**src/rtl/bcd_serial_adder_pkg.sv**
```systemverilog
// bcd_pkg: shared BCD constants, FSM encoding and digit validity helper
package bcd_pkg;
  localparam int BCD_W = 4;
  localparam logic [BCD_W-1:0] BCD_NINE = 4'd9;
  typedef enum logic [1:0] {IDLE, RUN, DONE} state_t;
  function automatic logic bcd_valid(input logic [BCD_W-1:0] digit);
    return digit <= BCD_NINE;
  endfunction
endpackage

```
**src/rtl/bcd_serial_adder_if.sv**
```systemverilog
// bcd_serial_adder_if: start/done operand and result bundle for the serial BCD adder
interface bcd_serial_adder_if #(parameter int DIGITS = 4);
  localparam int W = bcd_pkg::BCD_W * DIGITS;
  logic start, sub, busy, done, carry_out, invalid;
  logic [W-1:0] a, b, sum;
  modport master(output start, sub, a, b, input busy, done, sum, carry_out, invalid);
  modport slave(input start, sub, a, b, output busy, done, sum, carry_out, invalid);
endinterface

```
**src/rtl/bcd_serial_adder_digit_add.sv**
```systemverilog
// bcd_digit_add: one BCD digit add with decimal carry and +6 correction
module bcd_digit_add
  import bcd_pkg::*;
(
  input  logic [BCD_W-1:0] a,
  input  logic [BCD_W-1:0] b,
  input  logic             ci,
  output logic [BCD_W-1:0] d,
  output logic             co
);
  logic [BCD_W:0] s;
  // binary sum, then fold values above nine back into a decimal digit
  always_comb begin
    s = {1'b0, a} + {1'b0, b} + {{BCD_W{1'b0}}, ci};
    co = s > (BCD_W+1)'(BCD_NINE);
    d = co ? s[BCD_W-1:0] + BCD_W'(6) : s[BCD_W-1:0];
  end
endmodule

```
**src/rtl/bcd_serial_adder.sv**
```systemverilog
// bcd_serial_adder: digit-serial packed BCD adder/subtractor (subtract built when BCD_SUB_EN is defined)
module bcd_serial_adder
  import bcd_pkg::*;
#(
  parameter int DIGITS = 4
) (
  input logic clk,
  input logic reset,
  bcd_serial_adder_if.slave bus
);
  localparam int W = BCD_W * DIGITS;
  localparam int IW = $clog2(DIGITS + 1);
  state_t state, state_nx;
  logic [W-1:0] ar, br, res, res_nx;
  logic [IW-1:0] idx;
  logic [BCD_W-1:0] bd, dig;
  logic c, co, last, go, sub_in;
  assign go = (state == IDLE) && bus.start;
  assign last = idx == IW'(DIGITS - 1);
`ifdef BCD_SUB_EN
  logic sr;
  assign sub_in = bus.sub;
  assign bd = sr ? BCD_NINE - br[BCD_W-1:0] : br[BCD_W-1:0];
  // operation mode latched with the accepted start
  always_ff @(posedge clk)
    if (reset) sr <= 1'b0;
    else if (go) sr <= bus.sub;
`else
  logic unused_sub;
  assign unused_sub = bus.sub;
  assign sub_in = 1'b0;
  assign bd = br[BCD_W-1:0];
`endif
  bcd_digit_add u_add (.a(ar[BCD_W-1:0]), .b(bd), .ci(c), .d(dig), .co(co));
  assign res_nx = (res >> BCD_W) | (W'(dig) << (W - BCD_W));
  // state register
  always_ff @(posedge clk)
    if (reset) state <= IDLE;
    else state <= state_nx;
  // next state: one RUN cycle per digit, then a single DONE cycle
  always_comb
    state_nx = state == IDLE ? (bus.start ? RUN : IDLE) :
               state == RUN  ? (last ? DONE : RUN) : IDLE;
  // handshake outputs decoded from state
  always_comb begin
    bus.busy = state != IDLE;
    bus.done = state == DONE;
  end
  // operand shifters, carry chain, result assembly and sticky invalid flag
  always_ff @(posedge clk)
    if (reset) begin
      ar <= '0;
      br <= '0;
      res <= '0;
      idx <= '0;
      c <= 1'b0;
      bus.sum <= '0;
      bus.carry_out <= 1'b0;
      bus.invalid <= 1'b0;
    end else if (go) begin
      ar <= bus.a;
      br <= bus.b;
      idx <= '0;
      c <= sub_in;
      bus.invalid <= 1'b0;
    end else if (state == RUN) begin
      ar <= ar >> BCD_W;
      br <= br >> BCD_W;
      idx <= idx + 1'b1;
      c <= co;
      res <= res_nx;
      bus.invalid <= bus.invalid | ~bcd_valid(ar[BCD_W-1:0]) | ~bcd_valid(br[BCD_W-1:0]);
      if (last) begin
        bus.sum <= res_nx;
        bus.carry_out <= co;
      end
    end
endmodule

```
**src/flat_wrapper.sv**
```systemverilog
// flat-port wrapper written by rule: the top's interface ports become plain ports
module bcd_serial_adder_flat import bcd_pkg::*;
#(
  parameter int DIGITS = 4
)
  (clk, reset, bus_start, bus_sub, bus_a, bus_b, bus_busy, bus_done, bus_sum, bus_carry_out, bus_invalid);
  bcd_serial_adder_if #(.DIGITS(DIGITS)) bus_i ();
  input logic clk;
  input logic reset;
  input wire logic [$bits(bus_i.start)-1:0] bus_start;
  input wire logic [$bits(bus_i.sub)-1:0] bus_sub;
  input wire logic [$bits(bus_i.a)-1:0] bus_a;
  input wire logic [$bits(bus_i.b)-1:0] bus_b;
  output wire logic [$bits(bus_i.busy)-1:0] bus_busy;
  output wire logic [$bits(bus_i.done)-1:0] bus_done;
  output wire logic [$bits(bus_i.sum)-1:0] bus_sum;
  output wire logic [$bits(bus_i.carry_out)-1:0] bus_carry_out;
  output wire logic [$bits(bus_i.invalid)-1:0] bus_invalid;
  assign bus_i.start = bus_start;
  assign bus_i.sub = bus_sub;
  assign bus_i.a = bus_a;
  assign bus_i.b = bus_b;
  assign bus_busy = bus_i.busy;
  assign bus_done = bus_i.done;
  assign bus_sum = bus_i.sum;
  assign bus_carry_out = bus_i.carry_out;
  assign bus_invalid = bus_i.invalid;
  bcd_serial_adder #(.DIGITS(DIGITS)) u_core (.clk(clk), .reset(reset), .bus(bus_i));
endmodule
```
**config.mk**
```make
export PLATFORM = sky130hd
export DESIGN_NAME = bcd_serial_adder_flat
export DESIGN_NICKNAME = d
export VERILOG_FILES = /design/src/rtl/bcd_serial_adder_pkg.sv /design/src/rtl/bcd_serial_adder_if.sv /design/src/rtl/bcd_serial_adder_digit_add.sv /design/src/rtl/bcd_serial_adder.sv /design/src/flat_wrapper.sv
export SDC_FILE = /design/constraint.sdc
export NUM_CORES = 1
export LEC_CHECK = 0
export ABC_AREA = 1
export CORE_MARGIN = 2
export CORE_UTILIZATION = 51
export CTS_CLUSTER_SIZE = 14
export DETAILED_ROUTE_END_ITERATION = 10
export PLACE_DENSITY = 0.79
export SYNTH_ARGS = -nofsm -noshare
export SYNTH_HDL_FRONTEND = slang
export SYNTH_SLANG_ARGS = --single-unit
```
**constraint.sdc**
```tcl
create_clock -name clk -period 2.65 [get_ports clk]
set_input_delay 0.265 -clock clk [delete_from_list [all_inputs] [get_ports clk]]
set_output_delay 0.265 -clock clk [all_outputs]
set_load 0.01 [all_outputs]
```
# == Yosys cells after proc, flatten, opt, wreduce, memory -nomap -nowiden ==
# Index checks and enable logic that the tools add are counted.
# word_totals
regBits,72
input_bits,36
out_inout_bits,20
word_cells,41
# op_classes
n_addsub,4
order_cmp,3
n_eq_ne,3
n_mux,9
bitwise,6
reduce_logical,7
# op_table
cell,n
two-way mux 16 bit,4
bitwise OR 12 x 16 -> 16 bit,1
"<= comparator 4 bit, second input constant",2
two-way mux 2 bit,3
adder 4 x 4 -> 5 bit,1
adder 5 x 1 -> 5 bit,1
"> comparator 5 x 4 -> 1 bit, second input constant",1
"adder 4 x 3 -> 4 bit, second input constant",1
two-way mux 4 bit,1
nonzero test 2 bit,2
"adder 3 x 1 -> 3 bit, second input constant",1
"== test 3 x 2 -> 1 bit, second input constant",1
NOT 1 bit,3
AND reduction 3 bit,1
"== test 2 x 1 -> 1 bit, second input constant",1
"== test 2 bit, second input constant",1
logical NOT 2 bit,1
bitwise OR 1 bit,2
AND reduction 2 bit,1
OR reduction 2 bit,1
logical AND 1 bit,1
two-way mux 1 bit,1

# == Longest topological paths before layout ==
# Gate-level depths: netlist (run 1).
# logic_depth
depth_word,5
ltp_mapped,15
depth_no_buf,15

# == Cells and area by module ==
# Synthesis (run 1) repeated with hierarchy kept, for this count alone.
# unflattened
hier_cells,433
area_unflattened_um2,3183.1
# modules_own_cells
module,instances,cells_each,area_per_inst_um2,seq_area_each_um2
bcd_serial_adder,1,386,2882.8,1361.3
bcd_digit_add,1,47,300.3,0.0

# == Worst setup path before layout (run 1) ==
# OpenSTA, ideal clock, no wires.
# synth_timing
path_kind,reg2reg
start,register u_core.c
end,register u_core.res[13]
setup_time_ns,0.109
t_arrival_ns,2.155
setup_slack_ns,0.386
stages_incl_launch_ff,13
period_less_slack_ns,2.264
cell_sequence,dfxtp_1 fa_1 fa_1 inv_1 ha_1 inv_1 nor2_1 a21oi_2 nand2_2 nand3_1 nand3_1 nand2_1 inv_1
# synth_via
elab_chain_cells,4
word_cells_on_any_way,5
# synth_rtl
item,line,text
from (decl),bcd_serial_adder.sv:17,"logic c, co, last, go, sub_in;"
from (signal assigned),bcd_serial_adder.sv:64,c <= sub_in;
from (signal assigned),bcd_serial_adder.sv:70,c <= co;
adder 5 x 1 -> 5 bit (*),bcd_serial_adder_digit_add.sv:14,"s = {1'b0, a} + {1'b0, b} + {{BCD_W{1'b0}}, ci};"
adder 4 x 3 -> 4 bit / > comparator 5 x 4 -> 1 bit (equally long branches),"bcd_serial_adder_digit_add.sv:16, bcd_serial_adder_digit_add.sv:15",
two-way mux 4 bit (*),bcd_serial_adder_digit_add.sv:16,d = co ? s[BCD_W-1:0] + BCD_W'(6) : s[BCD_W-1:0];
bitwise OR 12 x 16 -> 16 bit (*),bcd_serial_adder.sv:35,assign res_nx = (res >> BCD_W) | (W'(dig) << (W - BCD_W));
to (signal assigned),bcd_serial_adder.sv:71,res <= res_nx;
to (decl),bcd_serial_adder.sv:14,"logic [W-1:0] ar, br, res, res_nx;"
# Every way passes the cells marked *; elsewhere a longest branch is shown, timed or not.
# A chain may end at the register's enable or synchronous reset.

# == Final worst setup path (run 1) ==
# layout_timing
start,register u_core.c
end,register u_core.res[15]
# Same word-level chain as after synthesis.

==> results of run 1 <==
## worst max-delay path, delay by kind of cell, from the launching register on
| kind | cells | cell delay [ps] |
|---|---|---|
| fa+ha+maj | 3 | 1300 |
| compound gates | 1 | 110 |
| flops | 1 | 330 |
| buf+inv | 3 | 210 |
| simple gates | 5 | 420 |
## stage by stage
step / cell area, µm² / setup WS, ps / hold slack [ps] / std cells / utilization, %
2_1_floorplan: 2873 / 385.6 / 348.6 / 380 / -
3_3_place_gp: 3426 / 263.8 / 447.6 / 490 / 62.60
3_5_place_dp: 3426 / 212.5 / 446.3 / 490 / 62.60
4_1_cts: 3597 / 185.1 / 457.8 / 504 / 65.73
5_1_grt: 3597 / 6.785 / 473.8 / 504 / 65.73
6_report: 3597 / 185.7 / 460.9 / 504 / 65.73
## routing by layer
layer | track usage [%] | vias to the layer above | share of wire (%)
met3 | 6.250 | 11 | 5.9
met4 | 8.448 | 0 | 2.2
li1 | - | 1324 | -
met1 | 22.83 | 1106 | 45
met2 | 33.39 | 69 | 47
met5 | 0 | - | 0
## kinds of logic (layout without fill, tap and decap cells)
family,after synthesis,count (layout),share of synthesized area (%)
adder cells (fa/ha/maj),8,8,4.007
XOR/XNOR,1,1,0.3049
buffers and inverters,50,102,7.491
flip-flops,68,68,47.39
AO/OA/AOI/OAI,70,70,13.68
AND/OR/NAND/NOR,183,183,27.13
## cell type report
class,count,area (µm²),share of cell area [%]
sequential,68,1361,37.84
multi-input combinational,262,1296,36.03
timing repair buffer,56,555.5,15.44
clock buffer,11,131.4,3.652
inverter,32,122.6,3.409
tap,72,90.09,2.504
clock inverter,3,40.04,1.113
## worst paths after layout
kind	endpoint	slack, ps
setup / recovery	u_core.res[15]$_SDFFE_PP0P_	190
hold / removal	u_core.bus.sum[7]$_SDFFE_PP0P_	460
setup reg to reg	u_core.res[15]$_SDFFE_PP0P_	190
hold reg to reg	u_core.bus.sum[7]$_SDFFE_PP0P_	460
## state kept, by name, summed over array words and instances (netlist names)
name and cells:
u_core.res 12, u_core.br 16, u_core.bus.sum 16, u_core.c 1, u_core.idx 3, u_core.state 2, u_core.ar 16, u_core.bus.carry_out 1
u_core.bus.invalid 1
## placed cells by master, fill, tap and decap left out, types with 5 or more instances in the layout
| cell type | netlist | routed |
|---|---|---|
| sky130_fd_sc_hd__ha_1 | 6 | 6 |
| sky130_fd_sc_hd__nand3_1 | 26 | 26 |
| sky130_fd_sc_hd__dfxtp_1 | 68 | 68 |
| sky130_fd_sc_hd__clkdlybuf4s50_1 | 0 | 54 |
| sky130_fd_sc_hd__nor2_1 | 27 | 27 |
| sky130_fd_sc_hd__inv_2 | 5 | 5 |
| sky130_fd_sc_hd__nand2_2 | 5 | 5 |
| sky130_fd_sc_hd__a31oi_1 | 24 | 24 |
| sky130_fd_sc_hd__o21ai_0 | 17 | 17 |
| sky130_fd_sc_hd__nand2_1 | 121 | 121 |
| sky130_fd_sc_hd__clkbuf_8 | 0 | 9 |
| sky130_fd_sc_hd__inv_1 | 25 | 25 |
| sky130_fd_sc_hd__a21oi_1 | 20 | 20 |
| sky130_fd_sc_hd__o21ai_1 | 5 | 5 |
## power by group through the flow
stage | Sequential [µW] | Clock [µW] | Combinational, µW
after floorplan | 1120 | 0 | 219
after global placement | 1130 | 0 | 301
after detailed placement | 1130 | 0 | 307
after CTS | 1110 | 791 | 308
after global routing | 1110 | 842 | 353
final | 1110 | 774 | 306
==> report_table.html, run 1 <==
<table>
<tr><th>Metric</th><th>Value</th></tr>
<tr><th colspan="2">Global route</th></tr>
<tr><td>Wire length of the first global-routing pass</td><td>roughly 9700 µm</td></tr>
<tr><td>Number of global-route vias before repair</td><td>2305</td></tr>
<tr><td>Antenna violations before repair</td><td>0</td></tr>
<tr><td>Largest net degree at the start of global routing</td><td>43</td></tr>
<tr><td>Grt ovf</td><td>0</td></tr>
<tr><td>GRT Overall Usage</td><td>19.69%</td></tr>
<tr><th colspan="2">Min path</th></tr>
<tr><td>Worst hold-check path type</td><td>reg -&gt; reg</td></tr>
<tr><td>Worst Min Path Start</td><td>u_core.res[11]$_SDFFE_PP0P_</td></tr>
<tr><td>Number of cells on the worst hold path</td><td>2</td></tr>
<tr><th colspan="2">Route</th></tr>
<tr><td>Vias/cell</td><td>roughly 5.0</td></tr>
<tr><td>Average wire length per cell after detail routing</td><td>around 11 µm</td></tr>
<tr><td>Total via count after detailed routing</td><td>about 2500</td></tr>
<tr><td>Number of DRC violations after detailed routing</td><td>0</td></tr>
<tr><td>Post-route ant nets</td><td>0</td></tr>
<tr><td>Drt first pass iters</td><td>5</td></tr>
<tr><td>Post-Route WL</td><td>around 5600 µm</td></tr>
<tr><td>DRT iter0 DRCs</td><td>between 100 and 150</td></tr>
<tr><th colspan="2">Pwr</th></tr>
<tr><td>Internal Power</td><td>~1600 µW</td></tr>
<tr><td>Share of total power in the clock network</td><td>around 35%</td></tr>
<tr><td>Switching power total</td><td>approximately 560 µW</td></tr>
<tr><td>Net switching share of the total power</td><td>25.69%</td></tr>
<tr><td>Pwr Density</td><td>between 600 and 700 nW/µm²</td></tr>
<tr><td>Peak supply drop</td><td>between 0.0003 and 0.0004 V</td></tr>
<tr><td>Leakage Power</td><td>between 0.0015 and 0.002 µW</td></tr>
<tr><td>Total power</td><td>2186 µW</td></tr>
<tr><td>Part of the total power dissipated in sequential elements</td><td>50.6%</td></tr>
<tr><td>Part of the total power dissipated in combinational logic</td><td>~14%</td></tr>
<tr><th colspan="2">Timing</th></tr>
<tr><td>Final clock skew</td><td>7.681 ps</td></tr>
<tr><td>Final-report max-slew violation count</td><td>0</td></tr>
<tr><td>Fmax</td><td>around 0.41 GHz</td></tr>
<tr><td>Clock period minus worst slack</td><td>2464 ps</td></tr>
<tr><td>Worst Max-Slew Pin Slew</td><td>674.1 ps</td></tr>
<tr><td>Unrepaired setup endpoints after global routing</td><td>false</td></tr>
<tr><td>Hold violation count in the final report</td><td>0</td></tr>
<tr><td>Worst slew margin</td><td>54.99%</td></tr>
<tr><td>Period Utilization, post-route</td><td>approximately 93%</td></tr>
<tr><td>Post-Route Setup TNS</td><td>0 ps</td></tr>
<tr><td>Final setup violation count</td><td>0</td></tr>
<tr><th colspan="2">Yosys</th></tr>
<tr><td>Ranking of synthesized cells by area</td><td>sky130_fd_sc_hd__dfxtp_1 (47%), sky130_fd_sc_hd__nand2_1 (16%), sky130_fd_sc_hd__a31oi_1 (5.2%)</td></tr>
<tr><td>Share of the synthesized area in the top cell type</td><td>a little under half</td></tr>
<tr><td>Count of distinct cell types in the synthesized netlist</td><td>23</td></tr>
<tr><td>Register area share after synthesis</td><td>47.39%</td></tr>
<tr><td>Cell area after synthesis</td><td>approximately 2900 µm²</td></tr>
<tr><td>Most used standard cell by instance count after synthesis</td><td>sky130_fd_sc_hd__nand2_1</td></tr>
<tr><td>Post-synthesis average cell area</td><td>7.560 µm²</td></tr>
<tr><td>Net Count, Synth</td><td>roughly 420</td></tr>
<tr><td>Primary FF master, synth</td><td>sky130_fd_sc_hd__dfxtp_1</td></tr>
<tr><td>Total of flip-flops plus latches after synthesis</td><td>68</td></tr>
<tr><td>Yosys warning total</td><td>0</td></tr>
<tr><td>Number of enable flip-flop cells after synthesis</td><td>0</td></tr>
<tr><td>Post-synthesis cell count</td><td>380</td></tr>
<tr><td>Library cell with the largest summed area after synthesis</td><td>sky130_fd_sc_hd__dfxtp_1</td></tr>
<tr><td>Synth top cells by count</td><td>sky130_fd_sc_hd__nand2_1 (121), sky130_fd_sc_hd__dfxtp_1 (68), sky130_fd_sc_hd__nor2_1 (27)</td></tr>
<tr><td>Synth async-reset ratio</td><td>0%</td></tr>
<tr><th colspan="2">Final layout</th></tr>
<tr><td>Diodes inserted</td><td>0</td></tr>
<tr><td>Number of fill cells</td><td>between 500 and 600</td></tr>
<tr><td>Nets</td><td>approximately 470</td></tr>
<tr><td>Growth of design area from synthesis to finish</td><td>25.22%</td></tr>
<tr><td>Share of layout cells above drive strength 1</td><td>roughly 7.2%</td></tr>
<tr><th colspan="2">Run</th></tr>
<tr><td>Max capacitance violation total</td><td>0</td></tr>
<tr><th colspan="2">Setup path</th></tr>
<tr><td>Most frequent cell on the critical path</td><td>sky130_fd_sc_hd__inv_1</td></tr>
<tr><td>Ordered list of cells on the worst path</td><td>fa_1 -&gt; fa_1 -&gt; inv_1 -&gt; ha_1 -&gt; inv_1 -&gt; nor2_1 -&gt; a21oi_2 -&gt; nand2_2 -&gt; nand3_1 -&gt; nand3_1 -&gt; nand2_1 -&gt; inv_1</td></tr>
<tr><td>Cell with the largest stage delay on the worst path</td><td>sky130_fd_sc_hd__fa_1</td></tr>
<tr><td>Data required time at the worst endpoint</td><td>between 2000 and 3000 ps</td></tr>
<tr><td>Arrival time at the worst endpoint</td><td>2700 ps</td></tr>
<tr><td>Maximum net fanout on the critical path</td><td>4</td></tr>
<tr><td>Critical path launch point type</td><td>register</td></tr>
<tr><td>CP Class</td><td>reg -&gt; reg</td></tr>
<tr><td>Start of the worst register-to-register path</td><td>u_core.c$_SDFFE_PP0P_</td></tr>
<tr><td>Slowest Stage Delay on Critical Path</td><td>~610 ps</td></tr>
<tr><td>Cell count of the worst reg-to-reg path</td><td>12</td></tr>
<tr><td>Critical Path Sink Type</td><td>register</td></tr>
<tr><td>Critical path startpoint</td><td>u_core.c$_SDFFE_PP0P_</td></tr>
<tr><th colspan="2">Floorplanning</th></tr>
<tr><td>Starting density of the core</td><td>a little over half</td></tr>
<tr><td>Overall die height</td><td>79.05 µm</td></tr>
<tr><td>Number of I/O pins</td><td>56</td></tr>
<tr><td>Die area</td><td>roughly 6200 µm²</td></tr>
<tr><td>Placement row count</td><td>27</td></tr>
<tr><td>Width of the die</td><td>between 70 and 80 µm</td></tr>
<tr><td>Core ar.</td><td>approximately 5500 µm²</td></tr>
<tr><th colspan="2">Clock network</th></tr>
<tr><td>Post_cts resized</td><td>0</td></tr>
<tr><td>Clock slew seen by the registers of the worst setup and hold paths</td><td>around 60 ps</td></tr>
<tr><td>Root Buffer Master</td><td>sky130_fd_sc_hd__clkbuf_8</td></tr>
<tr><td>Clock buffer depth</td><td>2</td></tr>
<tr><td>H-Tree Depth</td><td>3</td></tr>
<tr><td># clock sinks</td><td>68</td></tr>
<tr><td>Worst-skew pair later-pin latency</td><td>approximately 340 ps</td></tr>
<tr><td>Number of CTS-inserted buffers</td><td>9</td></tr>
<tr><td>Number of buffers added to fix hold violations after cts</td><td>0</td></tr>
<tr><td>Post-CTS repair timing setup buffer count</td><td>0</td></tr>
<tr><td>Clock tree from TritonCTS</td><td>done</td></tr>
<tr><th colspan="2">Placement</th></tr>
<tr><td>Final weighted congestion in routability-driven placement</td><td>~0.82</td></tr>
<tr><td>Number of buffers added on ports</td><td>54</td></tr>
<tr><td>Detailed placement HPWL</td><td>3731 µm</td></tr>
<tr><th colspan="2">Outcome</th></tr>
<tr><td>Outcome</td><td>finished, final reports clean</td></tr>
</table>
Note: power is estimated with default switching activity, not from simulation.
==> run 2: changes to the inputs <==
CAP_MARGIN = 20   (was default)
TNS_END_PERCENT = 10   (was default)
==> results of run 2 <==
Same layout as run 1: the final DEF is identical, and so are final timing and power.
==> run 3: changes to the inputs <==
clock period = 2.5 ns   (was 2.65 ns; I/O delays follow)
==> report_table.html, run 3 (synthesized netlist as in run 1, its figures left out) <==
<table>
<tr><th>Metric</th><th>Value</th></tr>
<tr><th colspan="2">Outcome</th></tr>
<tr><td>Outcome</td><td>finished, final reports clean (unchanged)</td></tr>
<tr><th colspan="2">Floorplanning</th></tr>
<tr><td>Die area</td><td>6249 µm² (unchanged)</td></tr>
<tr><td>Placement row count</td><td>27 (unchanged)</td></tr>
<tr><td>Width of the die</td><td>79.05 µm (unchanged)</td></tr>
<tr><td>Overall die height</td><td>79.05 µm (unchanged)</td></tr>
<tr><td>Starting density of the core</td><td>52.49% (unchanged)</td></tr>
<tr><td>Core ar.</td><td>5473 µm² (unchanged)</td></tr>
<tr><td>Number of I/O pins</td><td>56 (unchanged)</td></tr>
<tr><th colspan="2">Clock network</th></tr>
<tr><td>Worst-skew pair later-pin latency</td><td>340 ps (about the same)</td></tr>
<tr><td>Number of CTS-inserted buffers</td><td>9 (unchanged)</td></tr>
<tr><td>Root Buffer Master</td><td>sky130_fd_sc_hd__clkbuf_8 (unchanged)</td></tr>
<tr><td>Clock tree from TritonCTS</td><td>done (unchanged)</td></tr>
<tr><td>Clock buffer depth</td><td>2 (unchanged)</td></tr>
<tr><td>Post-CTS repair timing setup buffer count</td><td>0 (unchanged)</td></tr>
<tr><td># clock sinks</td><td>68 (unchanged)</td></tr>
<tr><td>Clock slew seen by the registers of the worst setup and hold paths</td><td>70 ps (was 60 ps)</td></tr>
<tr><td>Number of buffers added to fix hold violations after cts</td><td>0 (unchanged)</td></tr>
<tr><td>H-Tree Depth</td><td>3 (unchanged)</td></tr>
<tr><th colspan="2">Timing</th></tr>
<tr><td>Worst slew margin</td><td>54.39% (was 54.99%)</td></tr>
<tr><td>Clock period minus worst slack</td><td>2347 ps (was 2464 ps)</td></tr>
<tr><td>Period Utilization, post-route</td><td>93.87% (was 92.99%)</td></tr>
<tr><td>Final-report max-slew violation count</td><td>0 (unchanged)</td></tr>
<tr><td>Final clock skew</td><td>6.355 ps (was 7.681 ps)</td></tr>
<tr><td>Post-Route Setup TNS</td><td>0 ps (unchanged)</td></tr>
<tr><td>Fmax</td><td>0.4261 GHz (was 0.4058 GHz)</td></tr>
<tr><td>Final setup violation count</td><td>0 (unchanged)</td></tr>
<tr><td>Unrepaired setup endpoints after global routing</td><td>false (unchanged)</td></tr>
<tr><td>Worst Max-Slew Pin Slew</td><td>683.2 ps (was 674.1 ps)</td></tr>
<tr><td>Hold violation count in the final report</td><td>0 (unchanged)</td></tr>
<tr><th colspan="2">Global route</th></tr>
<tr><td>Routing usage on met3</td><td>6.023% (was 6.250%)</td></tr>
<tr><td>GR met2 Demand/Resource</td><td>34.66% (was 33.39%)</td></tr>
<tr><td>Grt ovf</td><td>0 (unchanged)</td></tr>
<tr><td>Fraction of met1 tracks used by global routing</td><td>23.25% (was 22.83%)</td></tr>
<tr><td>Top Usage Layer GRT</td><td>met2 (unchanged)</td></tr>
<tr><td>Largest net degree at the start of global routing</td><td>43 (unchanged)</td></tr>
<tr><td>Wire length of the first global-routing pass</td><td>10090 µm (was 9715 µm)</td></tr>
<tr><td>GRT Overall Usage</td><td>20.29% (was 19.69%)</td></tr>
<tr><td>Number of global-route vias before repair</td><td>2385 (was 2305)</td></tr>
<tr><td>Antenna violations before repair</td><td>0 (unchanged)</td></tr>
<tr><th colspan="2">Setup path</th></tr>
<tr><td>Arrival time at the worst endpoint</td><td>2590 ps (was 2700 ps)</td></tr>
<tr><td>Data required time at the worst endpoint</td><td>2750 ps (was 2880 ps)</td></tr>
<tr><td>CP Class</td><td>reg -&gt; reg (unchanged)</td></tr>
<tr><td>Critical Path Sink Type</td><td>register (unchanged)</td></tr>
<tr><td>Critical path launch point type</td><td>register (unchanged)</td></tr>
<tr><td>Maximum net fanout on the critical path</td><td>4 (unchanged)</td></tr>
<tr><td>Cell count of the worst reg-to-reg path</td><td>12 (unchanged)</td></tr>
<tr><th colspan="2">Route</th></tr>
<tr><td>Total via count after detailed routing</td><td>2573 (was 2510)</td></tr>
<tr><td>Drt first pass iters</td><td>4 (was 5)</td></tr>
<tr><td>Post-Route WL</td><td>5927 µm (was 5587 µm)</td></tr>
<tr><td>Number of DRC violations after detailed routing</td><td>0 (unchanged)</td></tr>
<tr><td>Vias/cell</td><td>5.075 (was 4.980)</td></tr>
<tr><td>DRT iter0 DRCs</td><td>100 (was 107)</td></tr>
<tr><td>Post-route ant nets</td><td>0 (unchanged)</td></tr>
<tr><td>Average wire length per cell after detail routing</td><td>11.69 µm (was 11.09 µm)</td></tr>
<tr><th colspan="2">Pwr</th></tr>
<tr><td>Leakage Power</td><td>0.001545 µW (was 0.001508 µW)</td></tr>
<tr><td>Peak supply drop</td><td>0.0004240 V (was 0.0003606 V)</td></tr>
<tr><td>Pwr Density</td><td>710.1 nW/µm² (was 607.8 nW/µm²)</td></tr>
<tr><td>Total power</td><td>2624 µW (was 2186 µW)</td></tr>
<tr><th colspan="2">Final layout</th></tr>
<tr><td>Number of standard cells in the layout, taps in and fillers out</td><td>507 (was 504)</td></tr>
<tr><td>Commonest non-fill, non-tap cells in the layout</td><td>sky130_fd_sc_hd__nand2_1 (120), sky130_fd_sc_hd__dfxtp_1 (68), sky130_fd_sc_hd__clkdlybuf4s50_1 (54), sky130_fd_sc_hd__nor2_1 (27) (was sky130_fd_sc_hd__nand2_1 (121), sky130_fd_sc_hd__dfxtp_1 (68), sky130_fd_sc_hd__clkdlybuf4s50_1 (54), sky130_fd_sc_hd__nor2_1 (27), sky130_fd_sc_hd__nand3_1 (26))</td></tr>
<tr><td>Diodes inserted</td><td>0 (unchanged)</td></tr>
<tr><td>Area of the multi-input gates</td><td>1309 µm² (was 1296 µm²)</td></tr>
<tr><td>Largest registers</td><td>u_core.ar (16), u_core.br (16), u_core.bus.sum (16) (unchanged)</td></tr>
<tr><td>Most frequent standard cell in the layout excluding fill and tap cells</td><td>sky130_fd_sc_hd__nand2_1 (unchanged)</td></tr>
<tr><td>Nets</td><td>474 (was 473)</td></tr>
<tr><td>Growth of design area from synthesis to finish</td><td>28.61% (was 25.22%)</td></tr>
<tr><td>Sequential cell area</td><td>1361 µm² (unchanged)</td></tr>
<tr><td>Share of layout cells above drive strength 1</td><td>9.195% (was 7.176%)</td></tr>
<tr><td>Number of fill cells</td><td>508 (was 518)</td></tr>
<tr><th colspan="2">Min path</th></tr>
<tr><td>Number of cells on the worst hold path</td><td>3 (was 2)</td></tr>
<tr><td>Worst hold-check path type</td><td>in -&gt; reg (was reg -&gt; reg)</td></tr>
<tr><th colspan="2">Placement</th></tr>
<tr><td>Cell count after placement</td><td>491 (was 490)</td></tr>
<tr><td>Detailed placement HPWL</td><td>3932 µm (was 3731 µm)</td></tr>
<tr><td>Final weighted congestion in routability-driven placement</td><td>0.8258 (was 0.8191)</td></tr>
<tr><td>Number of buffers added on ports</td><td>54 (unchanged)</td></tr>
<tr><th colspan="2">Run</th></tr>
<tr><td>Max capacitance violation total</td><td>0 (unchanged)</td></tr>
</table>
-- run 3: cell types whose count changed in the layout (fill, tap and decap cells not counted), sizes merged --
cell / previous run / this run
buf: 2 / 3
clkinvlp: 0 / 1
clkbuf: 11 / 10
bufinv: 1 / 3
-- run 3: routing by layer --
layer,wire length (µm),vias up
li1,-,1331
met1,2654,1147
met2,2773,76
met3,342,19
met4,156,0
met5,0,-
-- run 3: timing repair --
action	4_1_cts	5_1_grt
hold endpoints to repair	0	0
setup endpoints to repair	0	8
resized for setup	0	4
-- run 3: power breakdown --
part / switching, µW / internal, µW
logic: 196 / 138
clock network: 426 / 689
registers: 34.0 / 1140
total: 656 / 1970
-- run 3: layout make-up --
type,instances,share of cell area [%]
Clock buffer,10,3.725
Clock inverter,6,3.014
Inverter,32,3.319
Multi-Input combinational cell,262,35.42
Sequential cell,68,36.84
Tap cell,72,2.438
Timing Repair Buffer,57,15.24
-- run 3: worst paths after layout --
path | slack [ps] | start | to
max reg2reg | 150 | u_core.ar[0]$_SDFFE_PP0P_ | u_core.res[13]$_SDFFE_PP0P_
min | 460 | bus_a[13] | u_core.ar[13]$_SDFFE_PP0P_
min reg2reg | 460 | u_core.ar[14]$_SDFFE_PP0P_ | u_core.ar[14]$_SDFFE_PP0P_
max | 150 | u_core.ar[0]$_SDFFE_PP0P_ | u_core.res[13]$_SDFFE_PP0P_
-- run 3: metrics by stage --
step                      hold slack, ps  worst slack (ps)  cell area (µm²)  utilization, %
after floorplan                    333.6             235.6             2873               -
after global placement             447.1             117.4             3433           62.73
after detailed placement           450.2             60.51             3433           62.73
after CTS                          454.4             31.28             3682           67.28
after global routing               462.3             27.98             3695           67.51
final                              461.0             153.3             3695           67.51
-- run 3: critical path, cell delays in order, from the launching register on --
cell,delay (ps)
sky130_fd_sc_hd__dfxtp_1,330
sky130_fd_sc_hd__fa_2,420
sky130_fd_sc_hd__fa_2,560
sky130_fd_sc_hd__inv_1,70
sky130_fd_sc_hd__ha_1,200
sky130_fd_sc_hd__inv_1,80
sky130_fd_sc_hd__nor2_1,50
sky130_fd_sc_hd__a21oi_2,110
sky130_fd_sc_hd__nand2_2,110
sky130_fd_sc_hd__nand3_1,110
sky130_fd_sc_hd__nand3_1,80
sky130_fd_sc_hd__nand2_1,90
sky130_fd_sc_hd__inv_1,40
